--- src/rtl/button_position_calc_if.sv ---
// Sample-in / position-out bundle for button_position_calc.
// The trim stage drives the master side; the position calculator is the slave.
interface button_position_calc_if #(
    parameter int MAG_WIDTH  = 26,
    parameter int POS_WIDTH  = 24,
    parameter int DROP_WIDTH = 16
);
    logic                        trimmedStrobe;
    logic [4*MAG_WIDTH-1:0]      trimmed;
    logic                        clearDropped;
    logic                        busy;
    logic                        positionStrobe;
    logic [MAG_WIDTH+1:0]        sum;
    logic signed [POS_WIDTH-1:0] x;
    logic signed [POS_WIDTH-1:0] y;
    logic signed [POS_WIDTH-1:0] q;
    logic [DROP_WIDTH-1:0]       droppedCount;

    modport master (
        output trimmedStrobe, trimmed, clearDropped,
        input  busy, positionStrobe, sum, x, y, q, droppedCount
    );

    modport slave (
        input  trimmedStrobe, trimmed, clearDropped,
        output busy, positionStrobe, sum, x, y, q, droppedCount
    );
endinterface

--- src/rtl/button_position_calc.sv ---
// Normalised X/Y/Q beam position from four button magnitudes using one shared restoring divider.
// Define POSITION_Q_EN to build the skew (Q) division; otherwise q is held at zero.
module button_position_calc #(
    parameter int MAG_WIDTH  = 26,
    parameter int POS_WIDTH  = 24,
    parameter int DROP_WIDTH = 16
) (
    input  logic                  clk,
    input  logic                  rst_n,
    button_position_calc_if.slave bus
);
    localparam int K  = POS_WIDTH - 1;
    localparam int SW = MAG_WIDTH + 2;
    localparam int DW = MAG_WIDTH + 3;
    localparam int CW = $clog2(K + 1);
    localparam logic [CW-1:0] LAST_BIT = CW'(K - 1);

    typedef enum logic [2:0] {
        IDLE,
        LATCH,
        DIV_X,
        DIV_Y,
`ifdef POSITION_Q_EN
        DIV_Q,
`endif
        DONE
    } state_t;

    state_t                      state_q, state_d;
    logic                        strobePrev_q, strobePrev_d;
    logic [4*MAG_WIDTH-1:0]      magCap_q, magCap_d;
    logic [SW-1:0]               sumReg_q, sumReg_d;
    logic signed [DW-1:0]        diffX_q, diffX_d;
    logic signed [DW-1:0]        diffY_q, diffY_d;
    logic [SW-1:0]               rem_q, rem_d;
    logic [K-1:0]                quot_q, quot_d;
    logic [CW-1:0]               bitCnt_q, bitCnt_d;
    logic signed [POS_WIDTH-1:0] resX_q, resX_d;
    logic signed [POS_WIDTH-1:0] resY_q, resY_d;
    logic [SW-1:0]               sumOut_q, sumOut_d;
    logic signed [POS_WIDTH-1:0] xOut_q, xOut_d;
    logic signed [POS_WIDTH-1:0] yOut_q, yOut_d;
    logic                        strobeOut_q, strobeOut_d;
    logic                        busy_q, busy_d;
    logic [DROP_WIDTH-1:0]       dropped_q, dropped_d;
`ifdef POSITION_Q_EN
    logic signed [DW-1:0]        diffQ_q, diffQ_d;
    logic signed [POS_WIDTH-1:0] resQ_q, resQ_d;
    logic signed [POS_WIDTH-1:0] qOut_q, qOut_d;
    logic signed [DW-1:0]        diffQCalc;
`endif

    logic                 rise;
    logic                 accept;
    logic                 drop;
    logic                 lastBit;
    logic                 sumZero;
    logic [SW-1:0]        magA, magB, magC, magD;
    logic [SW-1:0]        sumCalc;
    logic signed [DW-1:0] diffXCalc, diffYCalc;
    logic [DW-1:0]        remShift;
    logic [DW-1:0]        divisor;
    logic [SW-1:0]        remSub;
    logic                 quoBit;
    logic [K-1:0]         quotStep;

    function automatic logic [SW-1:0] absMag(input logic signed [DW-1:0] v);
        return SW'(v[DW-1] ? -v : v);
    endfunction

    // Quotient is a pure magnitude; sign is applied last so results truncate toward zero.
    function automatic logic signed [POS_WIDTH-1:0] applySign(
        input logic         neg,
        input logic         zero,
        input logic [K-1:0] mag
    );
        logic signed [POS_WIDTH-1:0] pos;
        pos = {1'b0, mag};
        if (zero) begin
            return '0;
        end
        return neg ? -pos : pos;
    endfunction

    assign rise    = bus.trimmedStrobe & ~strobePrev_q;
    assign accept  = rise && (state_q == IDLE);
    assign drop    = rise && (state_q != IDLE);
    assign lastBit = (bitCnt_q == LAST_BIT);
    assign sumZero = (sumReg_q == '0);

    assign magA = SW'(magCap_q[0*MAG_WIDTH +: MAG_WIDTH]);
    assign magB = SW'(magCap_q[1*MAG_WIDTH +: MAG_WIDTH]);
    assign magC = SW'(magCap_q[2*MAG_WIDTH +: MAG_WIDTH]);
    assign magD = SW'(magCap_q[3*MAG_WIDTH +: MAG_WIDTH]);

    assign sumCalc   = magA + magB + magC + magD;
    assign diffXCalc = $signed((DW'(magA) + DW'(magD)) - (DW'(magB) + DW'(magC)));
    assign diffYCalc = $signed((DW'(magA) + DW'(magB)) - (DW'(magC) + DW'(magD)));
`ifdef POSITION_Q_EN
    assign diffQCalc = $signed((DW'(magA) + DW'(magC)) - (DW'(magB) + DW'(magD)));
`endif

    // Remainder never exceeds the divisor, so the low SW bits of the subtraction are exact.
    assign remShift = {rem_q, 1'b0};
    assign divisor  = {1'b0, sumReg_q};
    assign quoBit   = (remShift >= divisor);
    assign remSub   = remShift[SW-1:0] - sumReg_q;
    assign quotStep = {quot_q[K-2:0], quoBit};

    always_comb begin
        state_d = state_q;
        unique case (state_q)
            IDLE:  if (accept) state_d = LATCH;
            LATCH: state_d = DIV_X;
            DIV_X: if (lastBit) state_d = DIV_Y;
`ifdef POSITION_Q_EN
            DIV_Y: if (lastBit) state_d = DIV_Q;
            DIV_Q: if (lastBit) state_d = DONE;
`else
            DIV_Y: if (lastBit) state_d = DONE;
`endif
            DONE:  state_d = IDLE;
            default: state_d = IDLE;
        endcase
    end

    always_comb begin
        strobePrev_d = bus.trimmedStrobe;
        magCap_d     = magCap_q;
        sumReg_d     = sumReg_q;
        diffX_d      = diffX_q;
        diffY_d      = diffY_q;
        rem_d        = rem_q;
        quot_d       = quot_q;
        bitCnt_d     = bitCnt_q;
        resX_d       = resX_q;
        resY_d       = resY_q;
`ifdef POSITION_Q_EN
        diffQ_d      = diffQ_q;
        resQ_d       = resQ_q;
`endif
        unique case (state_q)
            IDLE: begin
                if (accept) magCap_d = bus.trimmed;
            end
            LATCH: begin
                sumReg_d = sumCalc;
                diffX_d  = diffXCalc;
                diffY_d  = diffYCalc;
`ifdef POSITION_Q_EN
                diffQ_d  = diffQCalc;
`endif
                rem_d    = absMag(diffXCalc);
                quot_d   = '0;
                bitCnt_d = '0;
            end
`ifdef POSITION_Q_EN
            DIV_X, DIV_Y, DIV_Q: begin
`else
            DIV_X, DIV_Y: begin
`endif
                rem_d    = quoBit ? remSub : remShift[SW-1:0];
                quot_d   = quotStep;
                bitCnt_d = bitCnt_q + 1'b1;
                // On the final bit, store the signed result and seed the next division.
                if (lastBit) begin
                    quot_d   = '0;
                    bitCnt_d = '0;
                    if (state_q == DIV_X) begin
                        resX_d = applySign(diffX_q[DW-1], sumZero, quotStep);
                        rem_d  = absMag(diffY_q);
                    end else if (state_q == DIV_Y) begin
                        resY_d = applySign(diffY_q[DW-1], sumZero, quotStep);
`ifdef POSITION_Q_EN
                        rem_d  = absMag(diffQ_q);
                    end else begin
                        resQ_d = applySign(diffQ_q[DW-1], sumZero, quotStep);
`endif
                    end
                end
            end
            default: ;
        endcase
    end

    always_comb begin
        sumOut_d    = sumOut_q;
        xOut_d      = xOut_q;
        yOut_d      = yOut_q;
`ifdef POSITION_Q_EN
        qOut_d      = qOut_q;
`endif
        strobeOut_d = 1'b0;
        busy_d      = (state_q != IDLE);
        dropped_d   = dropped_q;
        if (state_q == DONE) begin
            sumOut_d    = sumReg_q;
            xOut_d      = resX_q;
            yOut_d      = resY_q;
`ifdef POSITION_Q_EN
            qOut_d      = resQ_q;
`endif
            strobeOut_d = 1'b1;
        end
        if (bus.clearDropped) begin
            dropped_d = '0;
        end else if (drop && (dropped_q != '1)) begin
            dropped_d = dropped_q + 1'b1;
        end
    end

    always_ff @(posedge clk or negedge rst_n) begin
        if (!rst_n) begin
            state_q      <= IDLE;
            strobePrev_q <= 1'b0;
            magCap_q     <= '0;
            sumReg_q     <= '0;
            diffX_q      <= '0;
            diffY_q      <= '0;
            rem_q        <= '0;
            quot_q       <= '0;
            bitCnt_q     <= '0;
            resX_q       <= '0;
            resY_q       <= '0;
            sumOut_q     <= '0;
            xOut_q       <= '0;
            yOut_q       <= '0;
            strobeOut_q  <= 1'b0;
            busy_q       <= 1'b0;
            dropped_q    <= '0;
`ifdef POSITION_Q_EN
            diffQ_q      <= '0;
            resQ_q       <= '0;
            qOut_q       <= '0;
`endif
        end else begin
            state_q      <= state_d;
            strobePrev_q <= strobePrev_d;
            magCap_q     <= magCap_d;
            sumReg_q     <= sumReg_d;
            diffX_q      <= diffX_d;
            diffY_q      <= diffY_d;
            rem_q        <= rem_d;
            quot_q       <= quot_d;
            bitCnt_q     <= bitCnt_d;
            resX_q       <= resX_d;
            resY_q       <= resY_d;
            sumOut_q     <= sumOut_d;
            xOut_q       <= xOut_d;
            yOut_q       <= yOut_d;
            strobeOut_q  <= strobeOut_d;
            busy_q       <= busy_d;
            dropped_q    <= dropped_d;
`ifdef POSITION_Q_EN
            diffQ_q      <= diffQ_d;
            resQ_q       <= resQ_d;
            qOut_q       <= qOut_d;
`endif
        end
    end

    assign bus.busy           = busy_q;
    assign bus.positionStrobe = strobeOut_q;
    assign bus.sum            = sumOut_q;
    assign bus.x              = xOut_q;
    assign bus.y              = yOut_q;
    assign bus.droppedCount   = dropped_q;
`ifdef POSITION_Q_EN
    assign bus.q              = qOut_q;
`else
    assign bus.q              = '0;
`endif
endmodule

--- src/flat_wrapper.sv ---
// flat-port wrapper written by rule: the top's interface ports become plain ports
module button_position_calc_flat 
#(
    parameter int MAG_WIDTH  = 26,
    parameter int POS_WIDTH  = 24,
    parameter int DROP_WIDTH = 16
)
  (clk, rst_n, bus_trimmedStrobe, bus_trimmed, bus_clearDropped, bus_busy, bus_positionStrobe, bus_sum, bus_x, bus_y, bus_q, bus_droppedCount);
  button_position_calc_if #(.MAG_WIDTH(MAG_WIDTH), .POS_WIDTH(POS_WIDTH), .DROP_WIDTH(DROP_WIDTH)) bus_i ();
  input  logic clk;
  input  logic rst_n;
  input wire logic [$bits(bus_i.trimmedStrobe)-1:0] bus_trimmedStrobe;
  input wire logic [$bits(bus_i.trimmed)-1:0] bus_trimmed;
  input wire logic [$bits(bus_i.clearDropped)-1:0] bus_clearDropped;
  output wire logic [$bits(bus_i.busy)-1:0] bus_busy;
  output wire logic [$bits(bus_i.positionStrobe)-1:0] bus_positionStrobe;
  output wire logic [$bits(bus_i.sum)-1:0] bus_sum;
  output wire logic [$bits(bus_i.x)-1:0] bus_x;
  output wire logic [$bits(bus_i.y)-1:0] bus_y;
  output wire logic [$bits(bus_i.q)-1:0] bus_q;
  output wire logic [$bits(bus_i.droppedCount)-1:0] bus_droppedCount;
  assign bus_i.trimmedStrobe = bus_trimmedStrobe;
  assign bus_i.trimmed = bus_trimmed;
  assign bus_i.clearDropped = bus_clearDropped;
  assign bus_busy = bus_i.busy;
  assign bus_positionStrobe = bus_i.positionStrobe;
  assign bus_sum = bus_i.sum;
  assign bus_x = bus_i.x;
  assign bus_y = bus_i.y;
  assign bus_q = bus_i.q;
  assign bus_droppedCount = bus_i.droppedCount;
  button_position_calc #(.MAG_WIDTH(MAG_WIDTH), .POS_WIDTH(POS_WIDTH), .DROP_WIDTH(DROP_WIDTH)) u_core (.clk(clk), .rst_n(rst_n), .bus(bus_i));
endmodule
--- config.mk ---
export PLATFORM = sky130hd
export DESIGN_NAME = button_position_calc_flat
export DESIGN_NICKNAME = d
export VERILOG_FILES = /design/src/rtl/button_position_calc_if.sv /design/src/rtl/button_position_calc.sv /design/src/flat_wrapper.sv
export SDC_FILE = /design/constraint.sdc
export NUM_CORES = 1
export LEC_CHECK = 0
export ABC_AREA = 1
export CAP_MARGIN = 10
export CORE_AREA = 2 2 219 221
export CTS_CLUSTER_DIAMETER = 150
export DETAILED_ROUTE_END_ITERATION = 10
export DIE_AREA = 0 0 221 223
export PLACE_DENSITY = 0.81
export RECOVER_POWER = 100
export SYNTH_ARGS = -nofsm -noshare
export SYNTH_HDL_FRONTEND = slang
export SYNTH_SLANG_ARGS = --single-unit
--- constraint.sdc ---
create_clock -name clk -period 5 [get_ports clk]
set_input_delay 0.5 -clock clk [delete_from_list [all_inputs] [get_ports clk]]
set_output_delay 0.5 -clock clk [all_outputs]
set_load 0.05 [all_outputs]
# Yosys cells after proc, flatten, opt, wreduce, memory -nomap -nowiden
# Cells that the tools add are included.
# word_totals
in_bits,108
reg_bits,391
# op_classes
n_reduce_logical,13
muxes,30
magnitude_cmp,1
eq_ne,9
addsub,15
bitwise,3
# op_table
op,count
2-to-1 mux 28 bit,5
adder 26 x 26 -> 27 bit,5
2-to-1 mux 24 bit,5
adder 28 x 26 -> 28 bit,2
negator 28 bit,2
one-hot mux 28 bit (2 select lines),1
one-hot mux 22 bit (2 select lines),1
2-to-1 mux 16 bit,2
greater-or-equal comparator 29 x 28 -> 1 bit,1
subtractor 29 bit,1
zero test 28 bit,1
subtractor 27 x 27 -> 28 bit,1
subtractor 28 bit,1
negator 23 -> 24 bit,1
2-to-1 mux 22 bit,1
"adder 16 x 1 -> 16 bit, second input constant",1
"inequality test 16 bit, second input constant",1
one-hot mux 3 bit (4 select lines),1
one-hot mux 5 bit (2 select lines),1
2-to-1 mux 1 bit,9
2-to-1 mux 3 bit,3
"== test 3 x 2 -> 1 bit, second input constant",2
"inequality test 2 x 1 -> 1 bit, second input constant",3
AND reduction 3 bit,2
14 further kinds,18

# Longest topological paths before layout
# Gate-level depths: netlist (run 1).
# logic_depth
word_depth,7
mapped_depth,26

# Worst setup path before layout (run 1)
# OpenSTA, ideal clock, no wires.
# synth_path
path_type,reg2reg
startpoint,register u_core.magCap_q[0]
endpoint,register u_core.sumReg_q[23]
period_less_slack_ns,4.119
stages_incl_launch_ff,26
arrival_ns,3.989
setup_ns,0.130
slack_ns,0.881
n_path_buf,0
required_ns,4.870
cell_sequence,dfrtp_1 > ha_1 > fa_1 > nand3_1 > nand3_1 > nand2_1 > nand2_1 > nand2_1 > a21oi_1 > nand3_1 > nand2_1 > a21boi_0 > xnor2_1 > inv_1 > fa_1 > inv_1 > ha_1 > a21oi_1 > o21ai_0 > a21oi_1 > nand3_1 > nand2_1 > o211ai_1 > or2_2 > nand3_1 > o21ai_0
# synth_via
elab_chain_cells,3
# synth_rtl
item,line,rtl
"start, declared",button_position_calc.sv:31,"logic [4*MAG_WIDTH-1:0] magCap_q, magCap_d;"
"start signal, assigned",button_position_calc.sv:239,magCap_q <= magCap_d;
adder 26 x 26 -> 27 bit,button_position_calc.sv:96,assign sumCalc = magA + magB + magC + magD;
adder 28 x 26 -> 28 bit (2 in series),button_position_calc.sv:96,
"end signal, assigned",button_position_calc.sv:240,sumReg_q <= sumReg_d;
"end, declared",button_position_calc.sv:32,"logic [SW-1:0] sumReg_q, sumReg_d;"
# Every way passes these cells.
# A chain may end at the register's enable or synchronous reset.

# Worst setup path in the final report (run 1)
# layout_path
startpoint,register u_core.magCap_q[69]
endpoint,register u_core.rem_q[14]
# layout_via
elab_chain_cells,4
# layout_rtl
item,line,rtl
adder 26 x 26 -> 27 bit,button_position_calc.sv:97,assign diffXCalc = $signed((DW'(magA) + DW'(magD)) - (DW'(magB) + DW'(magC)));
subtractor 27 x 27 -> 28 bit,button_position_calc.sv:97,
2-to-1 mux 28 bit,button_position_calc.sv:68,return SW'(v[DW-1] ? -v : v);
one-hot mux 28 bit (2 select lines),button_position_calc.sv:142,unique case (state_q)
"end signal, assigned",button_position_calc.sv:243,rem_q <= rem_d;
"end, declared",button_position_calc.sv:35,"logic [SW-1:0] rem_q, rem_d;"
# Every way passes these cells.

==> results by group, run 1 <==
GRT
  • First-pass GRT wire length: 131,000 µm
  • Largest net degree at the start of global routing: between 100 and 150
  • Vias in the first global route: roughly 25,000
  • GRT Total Usage: about 33%
  • Gr ovfl total: 0
  • Initial antenna violation count: 2

Worst setup path
  • Worst Path Max Fanout: 27
  • Crit path capture type: flop
  • Data required, critical path: approximately 5.5 ns
  • CP startpoint kind: flop
  • Critical path class: reg -> reg
  • Critical Path AT: ~5.2 ns

STA
  • Fin. Hold Viols: 0
  • FMAX: ~210 MHz
  • Fin crit share: between 90 and 100%
  • Slew @ Worst Pin: 3.79 ns
  • Relative slew slack: -153%
  • Skew final: approximately 0.027 ns
  • Final setup fails: 0
  • Fin crit period: roughly 4.7 ns
  • Final Max Tran Viols: around 270

Logic synthesis
  • Compound-Gate Fraction of Synth Area: between 10% and 20%
  • Synth Warn #: 0
  • Mapped Area: around 28,000 µm²
  • XOR/XNOR Fraction of Synth Area: around 3.6%
  • Register area share after synthesis: between 30 and 40%
  • Mapped Cells: roughly 3,800
  • #FFs+latches synth: around 360
  • Post-Synth Simple-Gate Area: 23.6%
  • Post-synth ARST share: 100%
  • Mean cell area of the mapped netlist: 7.37 µm²
  • Main synth FF type: dfrtp_1
  • Number of synthesized flops with an enable pin: 0
  • Post-Synth Adder-Cell Area: 13.5%
  • Mux contribution to synthesized area: around 1.2%
  • Main combinational cell family by area after synthesis: simple AND/OR/NAND/NOR gates
  • Count of cell types in the netlist: 61

Clock network
  • Clock sink total: roughly 360
  • Root Driver: clkbuf_16
  • Post-CTS setup buffer count: 0
  • Bufs on Longest Clock Path: 3
  • CTS tree: done
  • Worst-Skew Late Latency: about 0.6 ns
  • H-tree Lvls: 2
  • CTS clk-pin slew, worst paths: 0.06 ns
  • CTS Buf Count: 40

Route
  • Via count: roughly 26,000
  • Residual DRC: 0
  • Antenna Violating Nets Remaining: 0
  • Drt via density: approximately 5.7
  • Wire length per cell: roughly 18 µm
  • Drt initial violations: about 2,500
  • Routed WL: 81,800 µm
  • Router iterations before antenna repair: 6

Cells and area
  • Layout cells sized above 1: 5.39%
  • Nets: between 4,000 and 5,000
  • Layout area overhead: 14.0%
  • Inserted Diodes: 0
  • Final instance area: 31,700 µm²

Min path
  • Tightest Hold Check Type: reg -> reg

Placement
  • HPWL Detailed: roughly 65,000 µm
  • Port bufs: around 200
  • Placed cell area: 30,500 µm²
  • GP Congestion: between 0.9 and 1

Floorplan
  • Core ar.: about 47,000 µm²
  • Die height: 223 µm
  • # rows: 80
  • Die area: 49,300 µm²
  • Die width: around 220 µm
  • Top-Level Pins: roughly 230
  • Initial Util: approximately 60%

Outcome
  • Failing checks: capacitance limit, slew limit
  • Outcome: complete, but fails checks

Flow run
  • Max Cap Viol: 3
state kept, by name, summed over array words and instances, names as in the netlist, 24 cells and up:
register         cells
u_core.bus.x        24
u_core.bus.sum      28
u_core.magCap_q    104
u_core.rem_q        28
u_core.bus.y        24
u_core.resY_q       24
u_core.diffY_q      29
u_core.sumReg_q     27
u_core.resX_q       24
cell families (layout without fill, tap and decap cells):
family,after synthesis,after routing
AOI/OAI and AO/OA,789,789
xor gates and xnor gates,114,114
adders and majority gates,250,250
buffers and inverters,700,895
DFF,362,362
muxes,29,29
other,1,24
and+or+nand+nor,1529,1529
cells in the final DEF, fill, tap and decap left out, types with 8 or more instances in the layout:
cell             count
nand2_1            857
inv_1              570
dfrtp_1            362
a21oi_1            316
o21ai_0            295
nor2_1             280
nand3_1            189
ha_1               166
clkdlybuf4s50_1    105
dlygate4sd3_1       96
fa_1                83
xor2_1              60
xnor2_1             54
nand4_1             46
nor3_1              43
o22ai_1             43
clkbuf_16           40
mux2_2              29
or2_2               28
o211ai_1            25
nor4_1              24
conb_1              24
buf_4               24
clkbuf_1            20
o21bai_1            19
nand2_2             18
a21o_1              15
a31oi_1             10
o21ai_1             10
nand3b_1            10
a21boi_0             9
nand3_2              8
path summary, 6_finish.rpt:
path / from / slack, ns / endpoint / cells past startpoint
worst max-delay path: u_core.magCap_q[69] / 0.27 / u_core.rem_q[14] / 17
worst min-delay path: u_core.resX_q[11] / 0.47 / u_core.bus.x[11] / 2
worst max register to register: u_core.magCap_q[69] / 0.27 / u_core.rem_q[14] / 17
worst min register to register: u_core.resX_q[11] / 0.47 / u_core.bus.x[11] / 2
max in group asynchronous: rst_n / 0.79 / u_core.bus.droppedCount[5] / 3
min in group asynchronous: rst_n / 1.79 / u_core.magCap_q[56] / 2
stage by stage:
stage | utilization (%) | hold WS, ns | setup slack [ns] | TNS [ns] | cells
4_1_cts | 67.4 | 0.405 | 0.0229 | 0 | 4607
3_5_place_dp | 64.6 | 0.462 | 0.125 | 0 | 4534
5_1_grt | 67.3 | 0.479 | -0.00727 | -0.00727 | 4607
3_3_place_gp | 64.6 | 0.456 | 0.273 | 0 | 4534
2_1_floorplan | - | 0.204 | 0.881 | 0 | 3797
6_report | 67.3 | 0.466 | 0.272 | 0 | 4607
synthesized netlist by cell type (43+ instances only):
master,count,area share (%)
a21oi_1,319,5.7
clkbuf_1,76,1.0
dfrtp_1,362,33
fa_1,83,6.0
ha_1,167,7.5
inv_1,569,7.7
nand2_1,857,12
nand3_1,190,3.4
nand4_1,46,1.0
nor2_1,280,3.8
o21ai_0,289,5.2
o22ai_1,43,0.97
xnor2_1,54,1.7
xor2_1,60,1.9
timing repair:
item | CTS | global route
setup endpoints to repair | 0 | 6
resized for setup | 0 | 9
hold buffers | 1 | 0
endpoints found under the hold margin | 64 | 0
metal layers:
layer	track usage, %	share of wire, %
met1	46.0	45
met2	53.1	46
met3	3.69	6.4
met4	11.6	3.5
met5	0	0.016
cell type report:
type | count | area, µm²
multi-input cells | 2735 | 16100
fillers | 4136 | 15400
flip-flops and latches | 362 | 9060
repair buffers | 239 | 2280
inverters | 584 | 2190
clock buffers | 57 | 1110
well taps | 615 | 769
clock inverters | 15 | 220
worst max-delay path, stage by stage (launching register included):
cell      delay [ns]
dfrtp_1         0.46
fa_1            0.48
fa_1            0.55
inv_1           0.05
ha_1            0.43
nand2_1         0.15
inv_1           0.06
a21oi_1         0.18
a21boi_0        0.36
nor2_1          0.08
nor2_1          0.09
nand2_1         0.15
inv_1           0.68
o21ai_2         0.28
o21ai_0         0.39
nand2_1         0.09
nand2_1         0.07
nand2_1         0.06
Power of run 1 is not shown: default switching activity piles up to over one toggle a cycle in this logic, so the estimate is an artifact.
==> inputs of run 2 (changes only) <==
Settings changed: CORE_AREA 2 2 219 221 to 2 2 274 276, DIE_AREA 0 0 221 223 to 0 0 276 278, PLACE_DENSITY 0.81 to unset.
==> run 2 against run 1 <==
Compared with the run above: the flow finishes with violations (DRC, capacitance limit, slew limit); die area rose by 56%; first-iteration DRC count fell by 24%; core utilization down 23 points; flip-flop and latch count stayed put; critical path depth increased by 5; register-to-register slack improved by 0.02 ns; clock skew fell by 0.00096 ns; maximum frequency grew 0.39%; final cell count up 8.0%.
==> results by group, run 2 (synthesized netlist as in run 1, its figures left out) <==
Outcome
  • Outcome: complete, but fails checks
  • Failing checks: DRC, capacitance limit, slew limit

Cells and area
  • Layout area overhead: 16.8%
  • Biggest regs: u_core.magCap_q: 104 flops, u_core.diffY_q: 29 flops
  • Flip-flop and latch area: ~9000 µm²
  • Nets: 4,329
  • Layout cells sized above 1: under 10%
  • Most common cell after layout, fill and taps aside: nand2_1
  • FILL cells: between 7,000 and 8,000
  • Multi-input gate area: between 15,000 and 20,000 µm²
  • Commonest non-fill, non-tap cells in the layout: nand2_1, inv_1, dfrtp_1
  • Biggest register: u_core.magCap_q
  • Max reg flops: 104
  • Inserted Diodes: 0

GRT
  • First-pass GRT wire length: 138,000 µm
  • Vias in the first global route: between 20,000 and 25,000
  • GRT Total Usage: 22.6%
  • Met2 Use GR: between 30 and 40%
  • GR peak layer: met2
  • Met1 Usage GRT: between 30% and 40%
  • M3 GR Usage: 2.39%
  • Initial antenna violation count: 2
  • Gr ovfl total: 0
  • Largest net degree at the start of global routing: ~120

Route
  • Drt via density: 5.09
  • Via count: 25,330
  • Routed WL: slightly below 90,000 µm
  • Wire length per cell: 17.7 µm
  • Residual DRC: 6
  • Antenna Violating Nets Remaining: 0
  • Router iterations before antenna repair: 8
  • Drt initial violations: roughly 1,900

STA
  • Skew final: 0.0257 ns
  • Final Max Tran Viols: between 200 and 300
  • Final setup fails: 0
  • Setup_tns: 0 ns
  • WHS: ~0.47 ns
  • Fin crit share: between 90% and 100%
  • FMAX: roughly 210 MHz
  • Fin crit period: roughly 4.7 ns
  • Fin. Hold Viols: 0
  • Relative slew slack: -156%
  • Slew @ Worst Pin: between 3 and 4 ns

Clock network
  • Clock sink total: around 360
  • Root Driver: clkbuf_16
  • Worst-Skew Late Latency: between 0.6 and 0.7 ns
  • H-tree Lvls: 2
  • CTS tree: done
  • CTS Buf Count: 44
  • CTS clk-pin slew, worst paths: approximately 0.070 ns
  • Bufs on Longest Clock Path: 3

Worst setup path
  • FF-to-FF path depth: 22
  • Data required, critical path: around 5.5 ns
  • Critical Path Start: u_core.magCap_q[28]
  • CP startpoint kind: flop
  • R2R Path End: u_core.sumReg_q[26]
  • CP max stage delay: 0.48 ns
  • Worst Path Max Fanout: 4
  • Critical path class: reg -> reg
  • Crit path cell chain: ha_1 > nand3_1 > nand2_1 > a21oi_2 > o21bai_1 > a21boi_1 > o21ai_1 > a21boi_2 > o21ai_1 > xor2_1 > inv_1 > fa_1 > inv_1 > ha_1 > a21oi_1 > o21ai_0 > nand2_1 > o211a_1 > o211ai_1 > or2_2 > nand3_1 > o21ai_0
  • Crit path capture type: flop
  • CP max-delay cell: fa_1
  • FF-to-FF Start: u_core.magCap_q[28]
  • R2R Setup Slk: slightly below 0.3 ns
  • Critical Path AT: a little over 5 ns

Min path
  • Hold depth: 2
  • Worst hold start: u_core.bus.y[13]
  • Hold-critical path endpoint: u_core.bus.y[13]
  • Tightest Hold Check Type: reg -> reg

Floorplan
  • Initial Util: a little under two fifths
  • Core ar.: approximately 74,000 µm²
  • Die height: between 200 and 300 µm
  • Die width: 276 µm
  • Top-Level Pins: about 230
  • # rows: 100
  • Die area: 76,700 µm²

Placement
  • HPWL Detailed: approximately 70,000 µm
  • Port bufs: about 200
  • GP Congestion: between 0.9 and 1

Flow run
  • Max Cap Viol: 3
## run 2: cell count changes in the layout (fill, tap and decap cells not counted), sizes merged
cell	previous run	this run
buf	26	29
bufinv	3	4
clkbuf	69	72
clkdlybuf4s25	0	1
clkinv	16	20
inv	577	578
## run 2: final cells by class
| class | count | share of cell area [%] |
|---|---|---|
| multi-input combinational | 2735 | 49.7 |
| tap | 969 | 3.73 |
| inverter | 584 | 6.76 |
| clock buffer | 59 | 3.90 |
| clock inverter | 21 | 0.871 |
| timing repair buffer | 244 | 7.17 |
| sequential | 362 | 27.9 |
## run 2: worst max path at each step
stage	to	slack (ns)	cells past startpoint
2_1_floorplan	u_core.sumReg_q[23]	0.88	25
3_3_place_gp	u_core.sumReg_q[23]	0.30	23
3_5_place_dp	u_core.sumReg_q[24]	0.16	24
4_1_cts	u_core.sumReg_q[24]	0.14	24
5_1_grt	u_core.sumReg_q[26]	-0.06	22
6_report	u_core.sumReg_q[26]	0.29	22
## run 2: repair_timing
action,4_1_cts,5_1_grt
buffers inserted,0,0
setup endpoints to repair,0,8
resized for setup,0,15
hold buffers,1,0
endpoints found under the hold margin,64,0
## run 2: critical path: cells and delay by family (launching register included)
| family | cells | cell delay [ns] |
|---|---|---|
| compound gates | 11 | 1.89 |
| xor+xnor | 1 | 0.25 |
| fa+ha+maj | 3 | 1.19 |
| buf+inv | 2 | 0.13 |
| flops | 1 | 0.41 |
| simple gates | 5 | 0.66 |
## run 2: per-stage QoR
step | setup slack (ns) | cell area [µm²] | cells | util, %
3_5_place_dp | 0.161 | 30900 | 4893 | 41.9
6_report | 0.290 | 32500 | 4974 | 44.0
3_3_place_gp | 0.298 | 30900 | 4893 | 41.9
5_1_grt | -0.0604 | 32500 | 4974 | 44.0
2_1_floorplan | 0.881 | 27900 | 3797 | -
4_1_cts | 0.138 | 32500 | 4974 | 44.0
## run 2: metal layers
layer,vias to the layer above,wire (µm)
met5,-,0
met4,0,2890
met3,151,3670
met2,645,40000
met1,11905,41400
li1,12629,-
Power of run 2 is left out for the same reason.
